==> config.mk <==
export PLATFORM = sky130hd
export DESIGN_NAME = multicycle_control
export DESIGN_NICKNAME = d
export VERILOG_FILES = /design/src/rtl/multicycle_control.sv
export SDC_FILE = /design/constraint.sdc
export NUM_CORES = 1
export LEC_CHECK = 0
export CORE_ASPECT_RATIO = 2
export CORE_MARGIN = 2
export CORE_UTILIZATION = 42
export DETAILED_ROUTE_END_ITERATION = 8
export GPL_TIMING_DRIVEN = 0
export PLACE_DENSITY = 0.75
export SLEW_MARGIN = 10
export SYNTH_ARGS = -nofsm -noshare
export SYNTH_HDL_FRONTEND = slang
export SYNTH_SLANG_ARGS = --single-unit
export TNS_END_PERCENT = 100
==> constraint.sdc <==
create_clock -name clk -period 2.2 [get_ports clk]
set_input_delay 0.66 -clock clk [delete_from_list [all_inputs] [get_ports clk]]
set_output_delay 0.66 -clock clk [all_outputs]
set_load 0.01 [all_outputs]
==> src/rtl/multicycle_control.sv <==
// ---------------------------------------------------------------------------
// multicycle_control
//
// Multi-cycle control FSM for a small RV32I-subset datapath. Each instruction
// is sequenced IF -> ID -> EX -> (MEM) -> WB. The FSM drives every datapath
// control input, the data-memory strobes, and keeps a retired-instruction
// counter.
//
// Supported classes: R-type ALU, I-type ALU, LW, SW, BEQ. Anything else is
// decoded as ILLEGAL.
//
// Optional feature macro: ILLEGAL_TRAP_EN
//   defined   : an ILLEGAL instruction parks the FSM in HALT and sets the
//               sticky 'illegal' flag; only rst leaves HALT.
//   undefined : an ILLEGAL instruction retires as a NOP. There is no HALT
//               state and no 'illegal' port.
//
// Parameters:
//   CNT_WIDTH  width of the instret counter (wraps modulo 2^CNT_WIDTH)
//
// Ports:
//   clk       in   clock
//   rst       in   synchronous, active-high reset
//   instr     in   [31:0] instruction word, stable during IF and ID
//   Zero      in   ALU zero flag
//   dReady    in   data memory finishes the access this cycle
//   PCSrc     out  select branch target (BEQ taken, in WB)
//   ALUSrc    out  ALU operand 2 = immediate
//   RegWrite  out  register file write enable (WB)
//   MemToReg  out  writeback source = memory read data
//   ALUCtrl   out  [3:0] ALU operation
//   loadPC    out  PC update strobe, one cycle per retired instruction
//   MemRead   out  data memory read strobe (MEM)
//   MemWrite  out  data memory write strobe (MEM)
//   state     out  [2:0] FSM state for debug (IF=0 ID=1 EX=2 MEM=3 WB=4 HALT=5)
//   instret   out  [CNT_WIDTH-1:0] retired-instruction count
//   illegal   out  sticky illegal-instruction flag (ILLEGAL_TRAP_EN only)
// ---------------------------------------------------------------------------
module multicycle_control #(
  parameter int CNT_WIDTH = 32
) (
  input  logic                 clk,
  input  logic                 rst,
  input  logic [31:0]          instr,
  input  logic                 Zero,
  input  logic                 dReady,
  output logic                 PCSrc,
  output logic                 ALUSrc,
  output logic                 RegWrite,
  output logic                 MemToReg,
  output logic [3:0]           ALUCtrl,
  output logic                 loadPC,
  output logic                 MemRead,
  output logic                 MemWrite,
  output logic [2:0]           state,
  output logic [CNT_WIDTH-1:0] instret
`ifdef ILLEGAL_TRAP_EN
  ,
  output logic                 illegal
`endif
);

  // ALU operation encodings understood by the datapath
  localparam logic [3:0] ALU_AND = 4'b0000;
  localparam logic [3:0] ALU_OR  = 4'b0001;
  localparam logic [3:0] ALU_ADD = 4'b0010;
  localparam logic [3:0] ALU_SUB = 4'b0110;
  localparam logic [3:0] ALU_SLT = 4'b0111;
  localparam logic [3:0] ALU_SRL = 4'b1000;
  localparam logic [3:0] ALU_SLL = 4'b1001;
  localparam logic [3:0] ALU_SRA = 4'b1010;
  localparam logic [3:0] ALU_XOR = 4'b1101;

  // Major opcodes
  localparam logic [6:0] OP_R      = 7'b0110011;
  localparam logic [6:0] OP_I      = 7'b0010011;
  localparam logic [6:0] OP_LOAD   = 7'b0000011;
  localparam logic [6:0] OP_STORE  = 7'b0100011;
  localparam logic [6:0] OP_BRANCH = 7'b1100011;

  localparam logic [CNT_WIDTH-1:0] CNT_ONE = {{(CNT_WIDTH-1){1'b0}}, 1'b1};

  typedef enum logic [2:0] {
    ST_IF  = 3'd0,
    ST_ID  = 3'd1,
    ST_EX  = 3'd2,
    ST_MEM = 3'd3,
    ST_WB  = 3'd4
`ifdef ILLEGAL_TRAP_EN
    ,
    ST_HALT = 3'd5
`endif
  } state_t;

  typedef enum logic [2:0] {
    C_R    = 3'd0,
    C_IALU = 3'd1,
    C_LW   = 3'd2,
    C_SW   = 3'd3,
    C_BEQ  = 3'd4,
    C_ILL  = 3'd5
  } class_t;

  state_t     state_r;
  class_t     cls_r;

  class_t     dec_class;
  logic [3:0] dec_alu;
  logic [6:0] opcode;
  logic [2:0] funct3;

  // Only opcode, funct3 and bit 30 steer control; the rest of the word
  // belongs to the datapath (register indices, immediates).
  logic       unused_instr_bits;
  assign unused_instr_bits = &{instr[31], instr[29:15], instr[11:7]};

  assign opcode = instr[6:0];
  assign funct3 = instr[14:12];

  // Shared funct3 -> ALU op map for R-type and I-type. 'alt' selects the
  // SUB/SRA variants; the caller decides when bit 30 is allowed to matter.
  function automatic logic [3:0] alu_map(input logic [2:0] f3, input logic alt);
    logic [3:0] op;
    case (f3)
      3'b000:  op = alt ? ALU_SUB : ALU_ADD;
      3'b001:  op = ALU_SLL;
      3'b010:  op = ALU_SLT;
      3'b100:  op = ALU_XOR;
      3'b101:  op = alt ? ALU_SRA : ALU_SRL;
      3'b110:  op = ALU_OR;
      3'b111:  op = ALU_AND;
      default: op = ALU_ADD;
    endcase
    return op;
  endfunction

  // Instruction decode, consumed only at the end of ID. For I-type, bit 30
  // is part of the immediate except for the shift-right pair, so addi with
  // a negative immediate must stay ADD.
  always_comb begin
    dec_class = C_ILL;
    dec_alu   = ALU_ADD;
    case (opcode)
      OP_R: begin
        if (funct3 != 3'b011) begin
          dec_class = C_R;
          dec_alu   = alu_map(funct3, instr[30]);
        end
      end
      OP_I: begin
        if (funct3 != 3'b011) begin
          dec_class = C_IALU;
          dec_alu   = alu_map(funct3, instr[30] && (funct3 == 3'b101));
        end
      end
      OP_LOAD: begin
        if (funct3 == 3'b010) begin
          dec_class = C_LW;
          dec_alu   = ALU_ADD;
        end
      end
      OP_STORE: begin
        if (funct3 == 3'b010) begin
          dec_class = C_SW;
          dec_alu   = ALU_ADD;
        end
      end
      OP_BRANCH: begin
        if (funct3 == 3'b000) begin
          dec_class = C_BEQ;
          dec_alu   = ALU_SUB;
        end
      end
      default: begin
        dec_class = C_ILL;
        dec_alu   = ALU_ADD;
      end
    endcase
  end

  // The branch decision depends on Zero in the same WB cycle, so PCSrc is
  // the one output that is not registered.
  assign PCSrc = (state_r == ST_WB) && (cls_r == C_BEQ) && Zero;
  assign state = state_r;

  // Main sequencer. Outputs are registered and set on the transition into
  // the state that owns them, so they line up with 'state' cycle for cycle.
  // After ID everything comes from cls_r / ALUCtrl, so instr may change.
  always_ff @(posedge clk) begin
    if (rst) begin
      state_r  <= ST_IF;
      cls_r    <= C_ILL;
      ALUCtrl  <= ALU_ADD;
      ALUSrc   <= 1'b0;
      RegWrite <= 1'b0;
      MemToReg <= 1'b0;
      loadPC   <= 1'b0;
      MemRead  <= 1'b0;
      MemWrite <= 1'b0;
      instret  <= '0;
`ifdef ILLEGAL_TRAP_EN
      illegal  <= 1'b0;
`endif
    end else begin
      case (state_r)
        ST_IF: begin
          state_r <= ST_ID;
        end

        ST_ID: begin
          cls_r   <= dec_class;
          ALUCtrl <= dec_alu;
          ALUSrc  <= (dec_class == C_IALU) || (dec_class == C_LW) ||
                     (dec_class == C_SW);
          state_r <= ST_EX;
        end

        ST_EX: begin
          if (cls_r == C_LW) begin
            MemRead <= 1'b1;
            state_r <= ST_MEM;
          end else if (cls_r == C_SW) begin
            MemWrite <= 1'b1;
            state_r  <= ST_MEM;
`ifdef ILLEGAL_TRAP_EN
          end else if (cls_r == C_ILL) begin
            illegal <= 1'b1;
            state_r <= ST_HALT;
`endif
          end else begin
            // ILLEGAL lands here only without the trap and retires as a NOP
            loadPC   <= 1'b1;
            RegWrite <= (cls_r == C_R) || (cls_r == C_IALU);
            MemToReg <= 1'b0;
            state_r  <= ST_WB;
          end
        end

        // The strobe stays up through the cycle in which dReady is seen;
        // there is deliberately no timeout.
        ST_MEM: begin
          if (dReady) begin
            MemRead  <= 1'b0;
            MemWrite <= 1'b0;
            loadPC   <= 1'b1;
            RegWrite <= (cls_r == C_LW);
            MemToReg <= (cls_r == C_LW);
            state_r  <= ST_WB;
          end
        end

        ST_WB: begin
          loadPC   <= 1'b0;
          RegWrite <= 1'b0;
          MemToReg <= 1'b0;
          ALUSrc   <= 1'b0;
          instret  <= instret + CNT_ONE;
          state_r  <= ST_IF;
        end

`ifdef ILLEGAL_TRAP_EN
        ST_HALT: begin
          state_r <= ST_HALT;
        end
`endif

        default: begin
          state_r <= ST_IF;
        end
      endcase
    end
  end

endmodule

==> results_dict.tcl <==
set metrics [dict create \
    crit_path_max_incr_delay_ns 0.41 \
    power.density_nw_per_um2 510 \
    clock_path_buffers 2 \
    cts_made_buffers 5 \
    reg2reg_depth 6 \
    ir_worst_vdd_mv 0.372 \
    dp_slack_ns -0.409 \
    hold_ws_ns 0.485 \
    finalMaxSlewViolations 0 \
    cap_violations 0 \
    syn-cell-area_um2 2370 \
    core_um2 5420 \
    dieArea_um2 6300 \
    crit_path_end_kind "primary output" \
    antenna_found_initial 0 \
    drt_first_iter_violations 93 \
    routabilityCongestion 0.757 \
    yosys.cell_types.count 46 \
    initial_utilization_pct 43.7 \
    cpMaxStageDelayCell "or3b_1" \
    ant_nets 0 \
    ys_seq_elements 48 \
    n_fill_cell 518 \
    worst_slew_pin_slew_ns 0.546 \
    syn_nets 312 \
    num_io_pins 82 \
    ys_seq_area_share_pct 40.5 \
    setup_violations 0 \
    worstPathMaxFanout 2 \
    post_drt_wl_per_cell_um 14.1 \
    grt_start_max_net_pins 14 \
    crit_chain "buf_6 -> or3b_1 -> nor4_4 -> buf_2" \
    fin_skew_ns 0.00805 \
    io_buffers 57 \
    p_leak_nw 1.14 \
    hold_path_depth 2 \
    syn2layout_area_growth_pct 31.2 \
    r2r_setup_slack_ns 0.29 \
    grt_pass1_wl_um 9440 \
    firstDrtPassIters 4 \
    clock.fmax_ghz 0.470 \
    cts_tree "built" \
    run_status "finished, final reports clean" \
    hold_violations 0 \
    grt_usage_pct 18.9 \
    fin_crit_sh_pct 96.8 \
    fin_nets 375 \
    diodes 0 \
    cp_data_arrival_time_ns 1.47 \
    htree_levels 2 \
    via_per_inst 5.47 \
    synth_edf_count 0 \
    hpwl_um 4180 \
    hp-class "register to register" \
    design_area_um2 3110 \
    reg2reg_to "instret[31]$_SDFFE_PP0P_" \
    cts_root_buf "clkbuf_8" \
    drt_wl_total_um 5630 \
    synth_area_per_cell_um2 8.62 \
    rows 38 \
    yosysWarningCount 0 \
    clk_pin_slew_ns 0.09 \
    reg2reg_from "instret[7]$_SDFFE_PP0P_" \
    cp.required_ns 1.54 \
    fin_ws_ns 0.0702 \
    grt-ovfl-total 0 \
    start_kind "register" \
    slew_headroom_pct 63.5 \
    die_h_um 110 \
    drive_gt1_share_pct 6.78 \
    synth_cells 275 \
    clock_latency_ns 0.30 \
    routed-via-count 2182 \
    dpl_cell_area_um2 3020 \
    synth_flop_cell "dfxtp_1" \
    crit_type "register to primary output" \
    layout_common_cells "clkdlybuf4s50_1, dfxtp_1, nor2_1" \
    async_flop_share_pct 0 \
    period_minus_slack_ns 2.13 \
    route.detailed.drc 0 \
    layout_commonest_cell "clkdlybuf4s50_1" \
    hold_path_end "loadPC$_SDFFE_PP0P_" \
    rsz0062_at_grt "no" \
    die_w_um 57.1 \
    min-delay-start "loadPC$_SDFFE_PP0P_" \
    first_global_vias 2094 \
    clock-sinks 48 \
]
[cell type report]
class | instances | area [µm²] | area share (%)
Multi-Input combinational cell | 209 | 1330 | 42.6
Clock buffer | 8 | 90.1 | 2.90
Sequential cell | 48 | 965 | 31.0
Buffer | 13 | 67.6 | 2.17
Tap cell | 60 | 75.1 | 2.41
Inverter | 2 | 7.51 | 0.241
Timing Repair Buffer | 59 | 579 | 18.6
[power breakdown]
group          switching (mW)  total [mW]  leakage [nW]  internal [mW]
sequential             0.0149       0.892         0.388          0.877
combinational          0.0813       0.147         0.707         0.0658
clock                   0.289       0.546        0.0455          0.257
total                   0.385        1.59          1.14           1.20
[through the flow]
stage,instances,TNS [ns],power [mW],utilization [%]
after floorplan,275,0,0.998,-
after global placement,392,-4.73,1.06,55.6
after detailed placement,392,-4.44,1.06,55.6
after CTS,400,0,1.60,57.4
after global routing,399,0,1.64,57.4
final,399,0,1.59,57.4
[repair_timing]
| item | 4_1_cts | 5_1_grt |
|---|---|---|
| hold buffers | 0 | 0 |
| buffers inserted | 2 | 0 |
| gates resized for setup | 11 | 1 |
| pin swaps | 2 | 0 |
| setup endpoints to repair | 1 | 1 |
[routing by layer]
layer	GRT usage [%]	share of wire [%]
met5	0	0
met4	7.81	2.0
met3	2.10	3.8
met2	36.7	56
met1	19.9	39
[worst max-delay path by stage]
stage | startpoint | end | slack [ns] | cells past startpoint
floorplan | state[2]$_SDFFE_PP0N_ | PCSrc | 0.09 | 4
global placement | Zero | PCSrc | -0.42 | 4
detailed placement | Zero | PCSrc | -0.41 | 4
CTS | state[2]$_SDFFE_PP0N_ | PCSrc | 0.02 | 5
global route | state[2]$_SDFFE_PP0N_ | PCSrc | 0.02 | 4
finish | state[2]$_SDFFE_PP0N_ | PCSrc | 0.07 | 4
[worst max-delay path: cells and delay by family, from the launching register on]
family | cells | cell delay, ns
buffers and inverters | 2 | 0.26
flip-flops | 1 | 0.35
AND/OR/NAND/NOR | 2 | 0.56
[Yosys cell counts (4+ instances only)]
cell type,number,share of area (%)
nor2b_1,5,1.3
and3_1,7,1.8
xnor2_1,4,1.5
clkbuf_1,10,1.6
dfxtp_1,48,41
nor3b_1,4,1.3
nor2_1,45,7.1
nand3_1,16,3.4
nor3_1,6,1.3
xor2_1,28,10
nand2_1,19,3.0
nand2b_1,6,1.6
and2_1,4,1.1
a21oi_1,9,1.9
nand4_1,16,4.2
and4_1,4,1.5
[cells by family after synthesis]
group / share of synthesized area, %
XOR/XNOR: 11.8
buffers and inverters: 4.17
multiplexers: 1.27
adder cells (fa/ha/maj): 0.528
flip-flops: 40.5
AND/OR/NAND/NOR: 34.4
AO/OA/AOI/OAI: 7.23
[sequential cells by signal (all words and copies together) (netlist names)]
register,cells
instret,32
ALUCtrl,4
cls_r,3
state,3
ALUSrc,1
MemRead,1
MemToReg,1
MemWrite,1
RegWrite,1
loadPC,1
No activity file was read; power rests on OpenSTA's default activity.
